**config.mk**
```make
export PLATFORM = sky130hd
export DESIGN_NAME = clb_cfg_loader_flat
export DESIGN_NICKNAME = d
export VERILOG_FILES = /design/src/rtl/clb_cfg_loader_pkg.sv /design/src/rtl/clb_cfg_loader_if.sv /design/src/rtl/clb_cfg_loader.sv /design/src/flat_wrapper.sv
export SDC_FILE = /design/constraint.sdc
export NUM_CORES = 1
export LEC_CHECK = 0
export ABC_CLOCK_PERIOD_IN_PS = 11200
export CAP_MARGIN = 20
export CELL_PAD_IN_SITES_DETAIL_PLACEMENT = 0
export CELL_PAD_IN_SITES_GLOBAL_PLACEMENT = 1
export CORE_UTILIZATION = 41
export CTS_CLUSTER_SIZE = 16
export DETAILED_ROUTE_END_ITERATION = 16
export MAX_ROUTING_LAYER = met4
export PLACE_DENSITY = 0.83
export SLEW_MARGIN = 10
export SYNTH_ARGS = -nofsm -noshare
export SYNTH_HDL_FRONTEND = slang
export SYNTH_SLANG_ARGS = --single-unit
```
**constraint.sdc**
```tcl
create_clock -name clk -period 11.2 [get_ports clk]
set_clock_uncertainty 0.2 [all_clocks]
set_input_delay 2.8 -clock clk [delete_from_list [all_inputs] [get_ports clk]]
set_output_delay 2.8 -clock clk [all_outputs]
set_load 0.05 [all_outputs]
```
**src/rtl/clb_cfg_loader_pkg.sv**
```systemverilog
// Shared definitions for the CLB configuration loader: configuration vector layout,
// loader state encoding and the word-count helper.
package clb_cfg_pkg;

    localparam int CFG_BITS   = 150;

    localparam int BYP_LSB    = 0;
    localparam int BYP_W      = 16;
    localparam int SEL_LSB    = 16;
    localparam int SEL_W      = 96;
    localparam int SELOP_LSB  = 112;
    localparam int SELOP_W    = 32;
    localparam int SELOUT_LSB = 144;
    localparam int SELOUT_W   = 6;

    typedef enum logic [1:0] {
        ST_IDLE   = 2'd0,
        ST_LOAD   = 2'd1,
        ST_CHECK  = 2'd2,
        ST_COMMIT = 2'd3
    } state_e;

    // Number of stream words needed to cover the whole configuration vector.
    function automatic int num_words(input int word_w);
        return (CFG_BITS + word_w - 1) / word_w;
    endfunction

endpackage

```
**src/rtl/clb_cfg_loader_if.sv**
```systemverilog
// Word-stream handshake and status bundle between a configuration source and the loader.
interface clb_cfg_loader_if #(
    parameter int WORD_W = 16
);
    logic              cfg_start;
    logic              cfg_valid;
    logic [WORD_W-1:0] cfg_data;
    logic              cfg_ready;
    logic              busy;
    logic              done;
    logic              err;

    modport master (
        output cfg_start, cfg_valid, cfg_data,
        input  cfg_ready, busy, done, err
    );

    modport slave (
        input  cfg_start, cfg_valid, cfg_data,
        output cfg_ready, busy, done, err
    );
endinterface

```
**src/rtl/clb_cfg_loader.sv**
```systemverilog
// CLB configuration loader: assembles a 150-bit config in a shadow register and commits it atomically.
// Optional checksum word and CHECK state are enabled with CLB_CFG_CHECKSUM_EN.
//
// state     | meaning
// ----------+-------------------------------------------------------------
// ST_IDLE   | waiting for cfg_start, cfg_ready low
// ST_LOAD   | accepting stream words into the shadow register
// ST_CHECK  | comparing received checksum with running XOR (macro only)
// ST_COMMIT | one cycle: shadow copied to active outputs, done pulsed
module clb_cfg_loader
    import clb_cfg_pkg::*;
#(
    parameter int WORD_W = 16
) (
    input  logic                  clk,
    input  logic                  rst,
    clb_cfg_loader_if.slave       bus,
    output logic [BYP_W-1:0]      bypass_all,
    output logic [SEL_W-1:0]      sel_all,
    output logic [SELOP_W-1:0]    selop_all,
    output logic [SELOUT_W-1:0]   selout_all
);

    localparam int NUM_WORDS = num_words(WORD_W);
`ifdef CLB_CFG_CHECKSUM_EN
    localparam int LAST_IDX  = NUM_WORDS;
`else
    localparam int LAST_IDX  = NUM_WORDS - 1;
`endif
    localparam int CNT_W     = $clog2(LAST_IDX + 1);

    state_e               state_q;
    state_e               state_d;
    logic [CNT_W-1:0]     cnt;
    logic [CFG_BITS-1:0]  shadow;
    logic [CFG_BITS-1:0]  active;
    logic                 xfer;
    logic                 last_word;
    logic                 ready_c;
    logic                 busy_c;
    logic                 done_c;

`ifdef CLB_CFG_CHECKSUM_EN
    logic [WORD_W-1:0]    xor_acc;
    logic [WORD_W-1:0]    chk_word;
    logic                 set_err;
    logic                 err_q;
`endif

    // cfg_start outranks a word offered in the same cycle: the load restarts and the word is dropped.
    assign xfer      = (state_q == ST_LOAD) && bus.cfg_valid && !bus.cfg_start;
    assign last_word = (cnt == CNT_W'(LAST_IDX));

    always_ff @(posedge clk or posedge rst) begin
        if (rst) begin
            state_q <= ST_IDLE;
        end else begin
            state_q <= state_d;
        end
    end

    always_comb begin
        state_d = state_q;
        ready_c = 1'b0;
        busy_c  = 1'b1;
        done_c  = 1'b0;
`ifdef CLB_CFG_CHECKSUM_EN
        set_err = 1'b0;
`endif
        case (state_q)
            ST_IDLE: begin
                busy_c = 1'b0;
                if (bus.cfg_start) begin
                    state_d = ST_LOAD;
                end
            end
            ST_LOAD: begin
                ready_c = 1'b1;
                if (bus.cfg_start) begin
                    state_d = ST_LOAD;
                end else if (xfer && last_word) begin
`ifdef CLB_CFG_CHECKSUM_EN
                    state_d = ST_CHECK;
`else
                    state_d = ST_COMMIT;
`endif
                end
            end
`ifdef CLB_CFG_CHECKSUM_EN
            ST_CHECK: begin
                if (bus.cfg_start) begin
                    state_d = ST_LOAD;
                end else if (chk_word == xor_acc) begin
                    state_d = ST_COMMIT;
                end else begin
                    state_d = ST_IDLE;
                    set_err = 1'b1;
                end
            end
`endif
            ST_COMMIT: begin
                done_c  = 1'b1;
                state_d = bus.cfg_start ? ST_LOAD : ST_IDLE;
            end
            default: begin
                state_d = ST_IDLE;
            end
        endcase
    end

    // Any cfg_start leads into a fresh LOAD, so the word counter restarts unconditionally.
    always_ff @(posedge clk or posedge rst) begin
        if (rst) begin
            cnt <= '0;
        end else if (bus.cfg_start) begin
            cnt <= '0;
        end else if (xfer) begin
            cnt <= cnt + 1'b1;
        end
    end

    // Word n lands at V[WORD_W*n +: WORD_W]; bits past the vector top are simply never stored.
    always_ff @(posedge clk or posedge rst) begin
        if (rst) begin
            shadow <= '0;
        end else if (xfer) begin
            for (int b = 0; b < CFG_BITS; b++) begin
                if (int'(cnt) == (b / WORD_W)) begin
                    shadow[b] <= bus.cfg_data[b % WORD_W];
                end
            end
        end
    end

    always_ff @(posedge clk or posedge rst) begin
        if (rst) begin
            active <= '0;
        end else if (state_q == ST_COMMIT) begin
            active <= shadow;
        end
    end

`ifdef CLB_CFG_CHECKSUM_EN
    always_ff @(posedge clk or posedge rst) begin
        if (rst) begin
            xor_acc  <= '0;
            chk_word <= '0;
        end else if (bus.cfg_start) begin
            xor_acc  <= '0;
        end else if (xfer) begin
            if (last_word) begin
                chk_word <= bus.cfg_data;
            end else begin
                xor_acc  <= xor_acc ^ bus.cfg_data;
            end
        end
    end

    always_ff @(posedge clk or posedge rst) begin
        if (rst) begin
            err_q <= 1'b0;
        end else if (bus.cfg_start) begin
            err_q <= 1'b0;
        end else if (set_err) begin
            err_q <= 1'b1;
        end
    end

    assign bus.err = err_q;
`else
    assign bus.err = 1'b0;
`endif

    assign bus.cfg_ready = ready_c;
    assign bus.busy      = busy_c;
    assign bus.done      = done_c;

    assign bypass_all = active[BYP_LSB    +: BYP_W];
    assign sel_all    = active[SEL_LSB    +: SEL_W];
    assign selop_all  = active[SELOP_LSB  +: SELOP_W];
    assign selout_all = active[SELOUT_LSB +: SELOUT_W];

endmodule
```
**src/flat_wrapper.sv**
```systemverilog
// flat-port wrapper written by rule: the top's interface ports become plain ports
module clb_cfg_loader_flat import clb_cfg_pkg::*;
#(
    parameter int WORD_W = 16
)
  (clk, rst, bypass_all, sel_all, selop_all, selout_all, bus_cfg_start, bus_cfg_valid, bus_cfg_data, bus_cfg_ready, bus_busy, bus_done, bus_err);
  clb_cfg_loader_if #(.WORD_W(WORD_W)) bus_i ();
  input  logic clk;
  input  logic rst;
  output logic [BYP_W-1:0] bypass_all;
  output logic [SEL_W-1:0] sel_all;
  output logic [SELOP_W-1:0] selop_all;
  output logic [SELOUT_W-1:0] selout_all;
  input wire logic [$bits(bus_i.cfg_start)-1:0] bus_cfg_start;
  input wire logic [$bits(bus_i.cfg_valid)-1:0] bus_cfg_valid;
  input wire logic [$bits(bus_i.cfg_data)-1:0] bus_cfg_data;
  output wire logic [$bits(bus_i.cfg_ready)-1:0] bus_cfg_ready;
  output wire logic [$bits(bus_i.busy)-1:0] bus_busy;
  output wire logic [$bits(bus_i.done)-1:0] bus_done;
  output wire logic [$bits(bus_i.err)-1:0] bus_err;
  assign bus_i.cfg_start = bus_cfg_start;
  assign bus_i.cfg_valid = bus_cfg_valid;
  assign bus_i.cfg_data = bus_cfg_data;
  assign bus_cfg_ready = bus_i.cfg_ready;
  assign bus_busy = bus_i.busy;
  assign bus_done = bus_i.done;
  assign bus_err = bus_i.err;
  clb_cfg_loader #(.WORD_W(WORD_W)) u_core (.clk(clk), .rst(rst), .bus(bus_i), .bypass_all(bypass_all), .sel_all(sel_all), .selop_all(selop_all), .selout_all(selout_all));
endmodule
```
Word-level counts from Yosys, hierarchy flattened
Cells that the tools add are included.
- bits in registers: 306
- bits of input ports: 20
- logic and storage cells: 56
- output and inout bits: 154
- eq/ne operators: 14
- reductions and logical operators: 18
- muxes and demuxes: 10
- add/sub/neg operators: 1
- operator list (cell ; number):
    $eq A4 B4 Y1 const B ; 7
    $reduce_and A2 Y1 ; 11
    $eq A4 B3 Y1 const B ; 2
    $mux W4 ; 2
    $mux W2 ; 3
    $pmux W2 S3 ; 1
    $add A4 B1 Y4 const B ; 1
    $eq A4 B2 Y1 const B ; 1
    $logic_not A4 Y1 ; 1
    $mux W1 ; 4
    $logic_and A1 B1 Y1 ; 3
    $ne A3 B3 Y1 const B ; 1
    $eq A2 B1 Y1 const B ; 1
    $eq A2 B2 Y1 const B ; 1
    $logic_not A2 Y1 ; 1
    $ne A2 B2 Y1 const B ; 1
    $reduce_bool A2 Y1 ; 1
    $logic_not A1 Y1 ; 1

Depth between registers and ports, before layout
Gate-level depths: netlist of run 1.
- depth after elaboration: 7
- depth in mapped cells: 6
- mapped depth without buffers: 5

Least setup slack after synthesis of run 1
Ideal clock, no wire load.
- path kind: register to output
- from: reg u_core.state_q[0]
- to: out bus_done
- path slack: 6.902 ns
- required time: 8.200 ns
- cell stages (with the launch flop): 5
- data arrival time: 1.298 ns
- buffers on the path: 2
- cells stage by stage: dfrtp_1 > nand2_1 > clkbuf_1 > buf_2 > inv_1
- word-level cells in the longest chain between the ends: 2
- RTL lines (item ; RTL line ; source):
    from (decl) ; clb_cfg_loader.sv:32 ; state_e state_q;
    from (signal assigned) ; clb_cfg_loader.sv:58 ; state_q <= state_d;
    $eq A2 B2 Y1 ; clb_cfg_loader.sv:70 ; case (state_q)
    $mux W1 ; clb_cfg_loader.sv:70 ;
    to (decl) ; flat_wrapper.sv:19 ; output wire logic [$bits(bus_i.done)-1:0] bus_done;
No other way between the ends.

Worst setup path in the final report of run 1
Ends and elaborated chain as after synthesis.

==> impl_metrics.env, run 1 <==
export IMPL_yosysWarnings=0
export IMPL_outcome="finished clean"
export IMPL_setup_tns_ns=0
export IMPL_fin_crit_ns=5.45
export IMPL_grt_pass1_wl_um=38600
export IMPL_drc=0
export IMPL_slew_viol_final=0
export IMPL_ys_ff_latch=306
export IMPL_yosys_cell_types_count=30
export IMPL_setup_viol=0
export IMPL_core_area_sq_um=28100
export IMPL_cp_slowest_cell="clkdlybuf4s50_1"
export IMPL_dpl_hpwl_um=15400
export IMPL_clockRootBuffer="clkbuf_16"
export IMPL_intPower_w=0.00187
export IMPL_postPlaceCellArea_sq_um=13800
export IMPL_r2r_slack_ns=8.46
export IMPL_path_max_fanout=47
export IMPL_cp_required_ns=8.20
export IMPL_min_from="u_core.shadow[3]$_DFFE_PP0P_"
export IMPL_hold_path_class="reg -> reg"
export IMPL_hold_buffers=0
export IMPL_critical_path_max_stage_delay_ns=0.83
export IMPL_pwr_share_seq=0.510
export IMPL_clock_sinks=306
export IMPL_portBuffers=172
export IMPL_r2r_end="u_core.shadow[94]$_DFFE_PP0P_"
export IMPL_dp_cells=1202
export IMPL_r2r_cells=3
export IMPL_hold_end="u_core.shadow[3]$_DFFE_PP0P_"
export IMPL_clock_latency_ns=0.51
export IMPL_drive_above_1_share=0.409
export IMPL_crit_buf_inv=2
export IMPL_tritoncts="built"
export IMPL_synthCells=684
export IMPL_ys_seq_area_frac=0.647
export IMPL_hold_viol_final=0
export IMPL_arrival_ns=2.45
export IMPL_overflow=0
export IMPL_synth_nets=708
export IMPL_netSwitchingFraction=0.218
export IMPL_final_area_sq_um=14800
export IMPL_cp_end_kind="output pin"
export IMPL_cts_resized=0
export IMPL_antenna_found_initial=0
export IMPL_clk_path_buf_depth=3
export IMPL_rsz0062_at_grt="false"
export IMPL_nFillCells=2389
export IMPL_grt_max_degree=182
export IMPL_drt_pass1_iterations=6
export IMPL_routed_via_density=4.92
export IMPL_wl_per_cell_um=19.7
export IMPL_synth_area_per_cell_sq_um=17.3
export IMPL_area_growth_pct=25.4
export IMPL_critPathTopFamily="buffers and inverters"
export IMPL_cts_reportedPaths_clkPinSlew_ns=0.06
export IMPL_track_usage=0.179
export IMPL_routed_wl_um=24800
export IMPL_antenna_left=0
export IMPL_drtIter0Drc=279
export IMPL_p_comb_frac=0.056
export IMPL_pin_count=174
export IMPL_drv_cap=0
export IMPL_fmax_ghz=0.184
export IMPL_die_area_sq_um=29500
export IMPL_n_antenna_cell=0
export IMPL_nets=884
export IMPL_post_cts_setup_buffers=0
export IMPL_start_util=0.421
export IMPL_rr_startpoint="u_core.state_q[1]$_DFFE_PP0P_"
export IMPL_criticalPathCategory="reg -> out"
export IMPL_maxSlewHeadroom=0.297
export IMPL_leakagePower_nw=7.15
export IMPL_gp_congestion=0.736
export IMPL_die_height_um=172
export IMPL_powerDensity_nw_per_um2=161
export IMPL_crit_chain="nand2_4 > inv_1 > clkdlybuf4s50_1"
export IMPL_layout_cells_non_filler=1259
export IMPL_worstSetupStartpointType="flip-flop"
export IMPL_clkPwrFrac=0.433
export IMPL_p_switching_w=0.000523
export IMPL_grt_pass1_vias=6565
export IMPL_syn_area_sq_um=11800
export IMPL_vias=6198
export IMPL_hold_depth=1
export IMPL_fp_dieW_um=172
export IMPL_vdd_ir_drop_max_mv=0.105
export IMPL_cts_buffers=34
export IMPL_cts_htree_levels=2
export IMPL_worst_pin_slew_ns=1.05
export IMPL_rows=61
export IMPL_layout_worst_path_cycle_share=0.486
[cells in the mapped netlist]
master | instances | area (sq um)
a21oi_1 | 1 | 5.00
and3_1 | 4 | 25.0
and4bb_1 | 1 | 12.5
buf_1 | 12 | 45.0
buf_12 | 4 | 80.1
buf_2 | 10 | 50.1
buf_4 | 5 | 37.5
buf_6 | 6 | 67.6
clkbuf_1 | 1 | 3.75
conb_1 | 1 | 3.75
dfrtp_1 | 306 | 7660
ha_1 | 4 | 50.1
inv_1 | 5 | 18.8
maj3_1 | 1 | 10.0
mux2_1 | 4 | 45.0
mux2_2 | 257 | 2890
mux2_4 | 40 | 601
mux2i_1 | 1 | 10.0
nand2_1 | 3 | 11.3
nand3_1 | 2 | 10.0
nand3_4 | 4 | 70.1
nand3b_4 | 1 | 20.0
nor2_1 | 2 | 7.51
nor2_4 | 1 | 11.3
nor2b_1 | 2 | 12.5
nor4_4 | 2 | 42.5
o21ai_0 | 1 | 5.00
or2_2 | 1 | 6.26
or3_1 | 1 | 6.26
xnor2_1 | 1 | 8.76
[worst max-delay path by stage]
stage / from / to / slack (ns) / cells past startpoint
2_1_floorplan: rst / u_core.active[0]$_DFFE_PP0N_ / 4.13 / 1
3_3_place_gp: bus_cfg_valid / u_core.shadow[109]$_DFFE_PP0P_ / 5.67 / 4
3_5_place_dp: bus_cfg_valid / u_core.shadow[110]$_DFFE_PP0P_ / 5.60 / 4
4_1_cts: u_core.state_q[0]$_DFFE_PP0P_ / bus_done / 5.68 / 3
5_1_grt: u_core.state_q[0]$_DFFE_PP0P_ / bus_done / 5.60 / 3
6_report: u_core.state_q[0]$_DFFE_PP0P_ / bus_done / 5.75 / 3
[area by class of cell]
class | count | area, sq um | area share
Clock inverter | 8 | 71.3 | 0.00481
Multi-Input combinational cell | 335 | 3870 | 0.261
Inverter | 5 | 22.5 | 0.00152
Tap cell | 378 | 473 | 0.0319
Sequential cell | 306 | 7660 | 0.516
Timing Repair Buffer | 178 | 1780 | 0.120
Clock buffer | 49 | 958 | 0.0646
[stage by stage]
step                utilization  total power [W]  setup WS (ns)  hold slack, ns
global placement          0.492          0.00137           5.67           0.271
global route              0.528          0.00250           5.60           0.308
floorplan                     -          0.00133           4.13           0.260
finish                    0.528          0.00239           5.75           0.291
CTS                       0.528          0.00243           5.68           0.293
detailed placement        0.492          0.00138           5.60           0.281
[power groups by stage]
stage	logic (W)	registers, W	clock network (W)
3_5_place_dp	0.000138	0.00124	0
2_1_floorplan	0.000104	0.00123	0
3_3_place_gp	0.000134	0.00124	0
6_report	0.000135	0.00122	0.00104
5_1_grt	0.000151	0.00123	0.00111
4_1_cts	0.000139	0.00122	0.00107
[layout by cell type, fill, tap and decap left out]
cell type,count
nand2_1,2
nand3b_4,1
clkbuf_16,35
inv_6,1
clkbuf_1,11
mux2_2,257
nor4_4,2
clkinv_2,5
clkinvlp_4,2
bufinv_16,1
or3_1,1
maj3_1,1
ha_1,4
nor2_4,1
mux2i_1,1
mux2_1,4
and4bb_1,1
inv_1,4
buf_12,1
o21ai_0,1
clkbuf_8,3
nand3_4,4
a21oi_1,1
and3_1,4
nor2b_1,2
or2_2,1
nor2_1,2
mux2_4,40
nand3_1,2
dfrtp_1,306
conb_1,1
xnor2_1,1
clkdlybuf4s50_1,172
buf_4,5
nand2_4,1
[metal layers]
| metal | vias up | wire length (um) | GRT usage |
|---|---|---|---|
| li1 | 2767 | - | - |
| met1 | 3232 | 11500 | 0.240 |
| met2 | 159 | 11400 | 0.274 |
| met3 | 40 | 1450 | 0.0405 |
| met4 | 0 | 448 | 0.0504 |
| met5 | - | 0 | - |
[state kept, by name, summed over array words and instances, names as in the netlist]
| register | cells |
|---|---|
| u_core.active | 150 |
| u_core.shadow | 150 |
| u_core.cnt | 4 |
| u_core.state_q | 2 |
[cells by family (layout without fill, tap and decap cells)]
kind of cell | Yosys count | in the layout | share of synthesized area
other | 1 | 1 | 0.000317
buffers and inverters | 43 | 240 | 0.0256
multiplexers | 302 | 302 | 0.300
adder cells (fa/ha/maj) | 5 | 5 | 0.00508
AO/OA/AOI/OAI | 2 | 2 | 0.000845
flip-flops | 306 | 306 | 0.647
AND/OR/NAND/NOR | 24 | 24 | 0.0199
XOR/XNOR | 1 | 1 | 0.000741
(Power assumes the default switching activity.)
==> run 2: changes to the inputs <==
--- a/config.mk
+++ b/config.mk
@@ -5,15 +5,15 @@
 export SDC_FILE = /design/constraint.sdc
 export NUM_CORES = 1
 export LEC_CHECK = 0
-export ABC_CLOCK_PERIOD_IN_PS = 11200
+export ABC_CLOCK_PERIOD_IN_PS = 5550
 export CAP_MARGIN = 20
 export CELL_PAD_IN_SITES_DETAIL_PLACEMENT = 0
 export CELL_PAD_IN_SITES_GLOBAL_PLACEMENT = 1
-export CORE_UTILIZATION = 41
+export CORE_UTILIZATION = 46
 export CTS_CLUSTER_SIZE = 16
 export DETAILED_ROUTE_END_ITERATION = 16
 export MAX_ROUTING_LAYER = met4
-export PLACE_DENSITY = 0.83
+export PLACE_DENSITY = 0.88
 export SLEW_MARGIN = 10
 export SYNTH_ARGS = -nofsm -noshare
 export SYNTH_HDL_FRONTEND = slang
==> constraint.sdc (replaced) <==
create_clock -name clk -period 5.55 [get_ports clk]
set_clock_uncertainty 0.2 [all_clocks]
set_input_delay 1.3875 -clock clk [delete_from_list [all_inputs] [get_ports clk]]
set_output_delay 1.3875 -clock clk [all_outputs]
set_load 0.05 [all_outputs]
==> run 2 against run 1 <==
  * Global-route usage rose by 1.5 points
  * Combinational power increased by 110%
  * Die area down 11%
  * Clock power is 85% higher
  * Worst setup slack worse by 4.1 ns
  * First-iteration DRC count up 2.2%
  * Sequential power grew 100%
  * Worst hold slack about the same
==> impl_metrics.env, run 2 (synthesis results as in run 1) <==
export IMPL_core_area_sq_um=25200
export IMPL_routed_wl_um=24100
export IMPL_powerDensity_nw_per_um2=317
export IMPL_wl_per_cell_um=19.9
export IMPL_nFillCells=1911
export IMPL_r2r_cells=3
export IMPL_final_core_util=0.584
export IMPL_cts_reportedPaths_clkPinSlew_ns=0.06
export IMPL_tritoncts="built"
export IMPL_fin_crit_ns=3.93
export IMPL_clock_sinks=306
export IMPL_cts_htree_levels=1
export IMPL_fp_dieW_um=162
export IMPL_rr_startpoint="u_core.state_q[1]$_DFFE_PP0P_"
export IMPL_clk_path_buf_depth=3
export IMPL_worst_pin_slew_ns=1.05
export IMPL_cts_resized=0
export IMPL_final_cell_mix="dfrtp_1, mux2_2, clkdlybuf4s50_1, mux2_4, clkbuf_16"
export IMPL_fmax_ghz=0.255
export IMPL_setup_viol=0
export IMPL_maxSlewHeadroom=0.302
export IMPL_min_from="u_core.shadow[20]$_DFFE_PP0P_"
export IMPL_die_height_um=162
export IMPL_dr_wl_met2_um=11300
export IMPL_slew_viol_final=0
export IMPL_criticalPathCategory="reg -> out"
export IMPL_antenna_left=0
export IMPL_drc=0
export IMPL_top_regs="u_core.active x150, u_core.shadow x150, u_core.cnt x4"
export IMPL_drtIter0Drc=285
export IMPL_n_antenna_cell=0
export IMPL_rsz0062_at_grt="false"
export IMPL_start_util=0.470
export IMPL_final_common_cell="dfrtp_1"
export IMPL_outcome="finished clean"
export IMPL_hold_end="u_core.shadow[20]$_DFFE_PP0P_"
export IMPL_hold_buffers=0
export IMPL_final_area_sq_um=14700
export IMPL_grt_pass1_wl_um=37700
export IMPL_drv_cap=0
export IMPL_routed_via_density=5.11
export IMPL_cp_end_kind="output pin"
export IMPL_area_growth_pct=24.4
export IMPL_grt_max_degree=104
export IMPL_cp_required_ns=3.96
export IMPL_hold_viol_final=0
export IMPL_track_usage=0.194
export IMPL_drive_above_1_share=0.411
export IMPL_hold_path_class="reg -> reg"
export IMPL_dpl_hpwl_um=15300
export IMPL_vdd_ir_drop_max_mv=0.236
export IMPL_layout_worst_path_cycle_share=0.708
export IMPL_grt_pass1_vias=6336
export IMPL_vias=6193
export IMPL_cts_buffers=31
export IMPL_pin_count=174
export IMPL_setup_tns_ns=0
export IMPL_hold_depth=1
export IMPL_drt_pass1_iterations=4
export IMPL_r2r_end="u_core.shadow[110]$_DFFE_PP0P_"
export IMPL_top_layer="met4"
export IMPL_portBuffers=172
export IMPL_wl_met1_um=11200
export IMPL_overflow=0
export IMPL_nets=881
export IMPL_antenna_found_initial=0
export IMPL_postPlaceCellArea_sq_um=13800
export IMPL_r2r_slack_ns=2.81
export IMPL_post_cts_setup_buffers=0
export IMPL_clockRootBuffer="clkbuf_16"
export IMPL_rows=58
export IMPL_worstSetupStartpointType="flip-flop"
export IMPL_leakagePower_nw=7.12
export IMPL_wl_met3_um=1290
export IMPL_clock_latency_ns=0.54
export IMPL_path_max_fanout=28
export IMPL_die_area_sq_um=26400
export IMPL_gp_congestion=0.786
export IMPL_arrival_ns=2.34
run 2: cell types whose count changed in the layout (fill, tap and decap cells not counted), sizes merged:
cell / previous run / this run
clkinv: 5 / 11
clkbuf: 49 / 44
bufinv: 1 / 0
run 2: area by class of cell:
type,instances,area (sq um),share of cell area
clock buffer,44,865,0.0588
clock inverter,13,75.1,0.00510
inverter,5,22.5,0.00153
multi-input combinational,335,3870,0.263
sequential,306,7660,0.520
tap,330,413,0.0281
timing repair buffer,178,1800,0.123
run 2: through the flow:
step                      std cells  setup slack [ns]  hold WS (ns)  total power, W
after floorplan                 684            -0.108         0.260         0.00269
after global placement         1154              1.42         0.270         0.00277
after detailed placement       1154              1.36         0.281         0.00279
after CTS                      1211              1.60         0.295         0.00472
after global routing           1211              1.54         0.308         0.00486
final                          1211              1.62         0.291         0.00466
run 2: worst max-delay path: stages (launching register included):
cell             delay [ns]
dfrtp_1                0.51
nand2_4                0.33
inv_1                  0.13
clkdlybuf4s50_1        0.80
run 2: routing by layer:
metal	vias up	GRT usage
li1	2763	-
met1	3244	0.271
met2	153	0.293
met3	33	0.0407
met4	0	0.0412
met5	-	-
run 2: worst max path at each step:
stage,startpoint,endpoint,slack (ns),cells past startpoint
after floorplan,rst,u_core.active[0]$_DFFE_PP0N_,-0.11,1
after global placement,bus_cfg_valid,u_core.shadow[124]$_DFFE_PP0P_,1.42,4
after detailed placement,bus_cfg_valid,u_core.shadow[110]$_DFFE_PP0P_,1.36,4
after CTS,u_core.state_q[0]$_DFFE_PP0P_,bus_done,1.60,3
after global routing,u_core.state_q[0]$_DFFE_PP0P_,bus_done,1.54,3
final,u_core.state_q[0]$_DFFE_PP0P_,bus_done,1.62,3
run 2: report_power, final:
part	total, W	internal (W)	switching, W
Clock	0.00192	0.00108	0.000833
Sequential	0.00247	0.00239	0.0000776
Combinational	0.000277	0.000146	0.000130
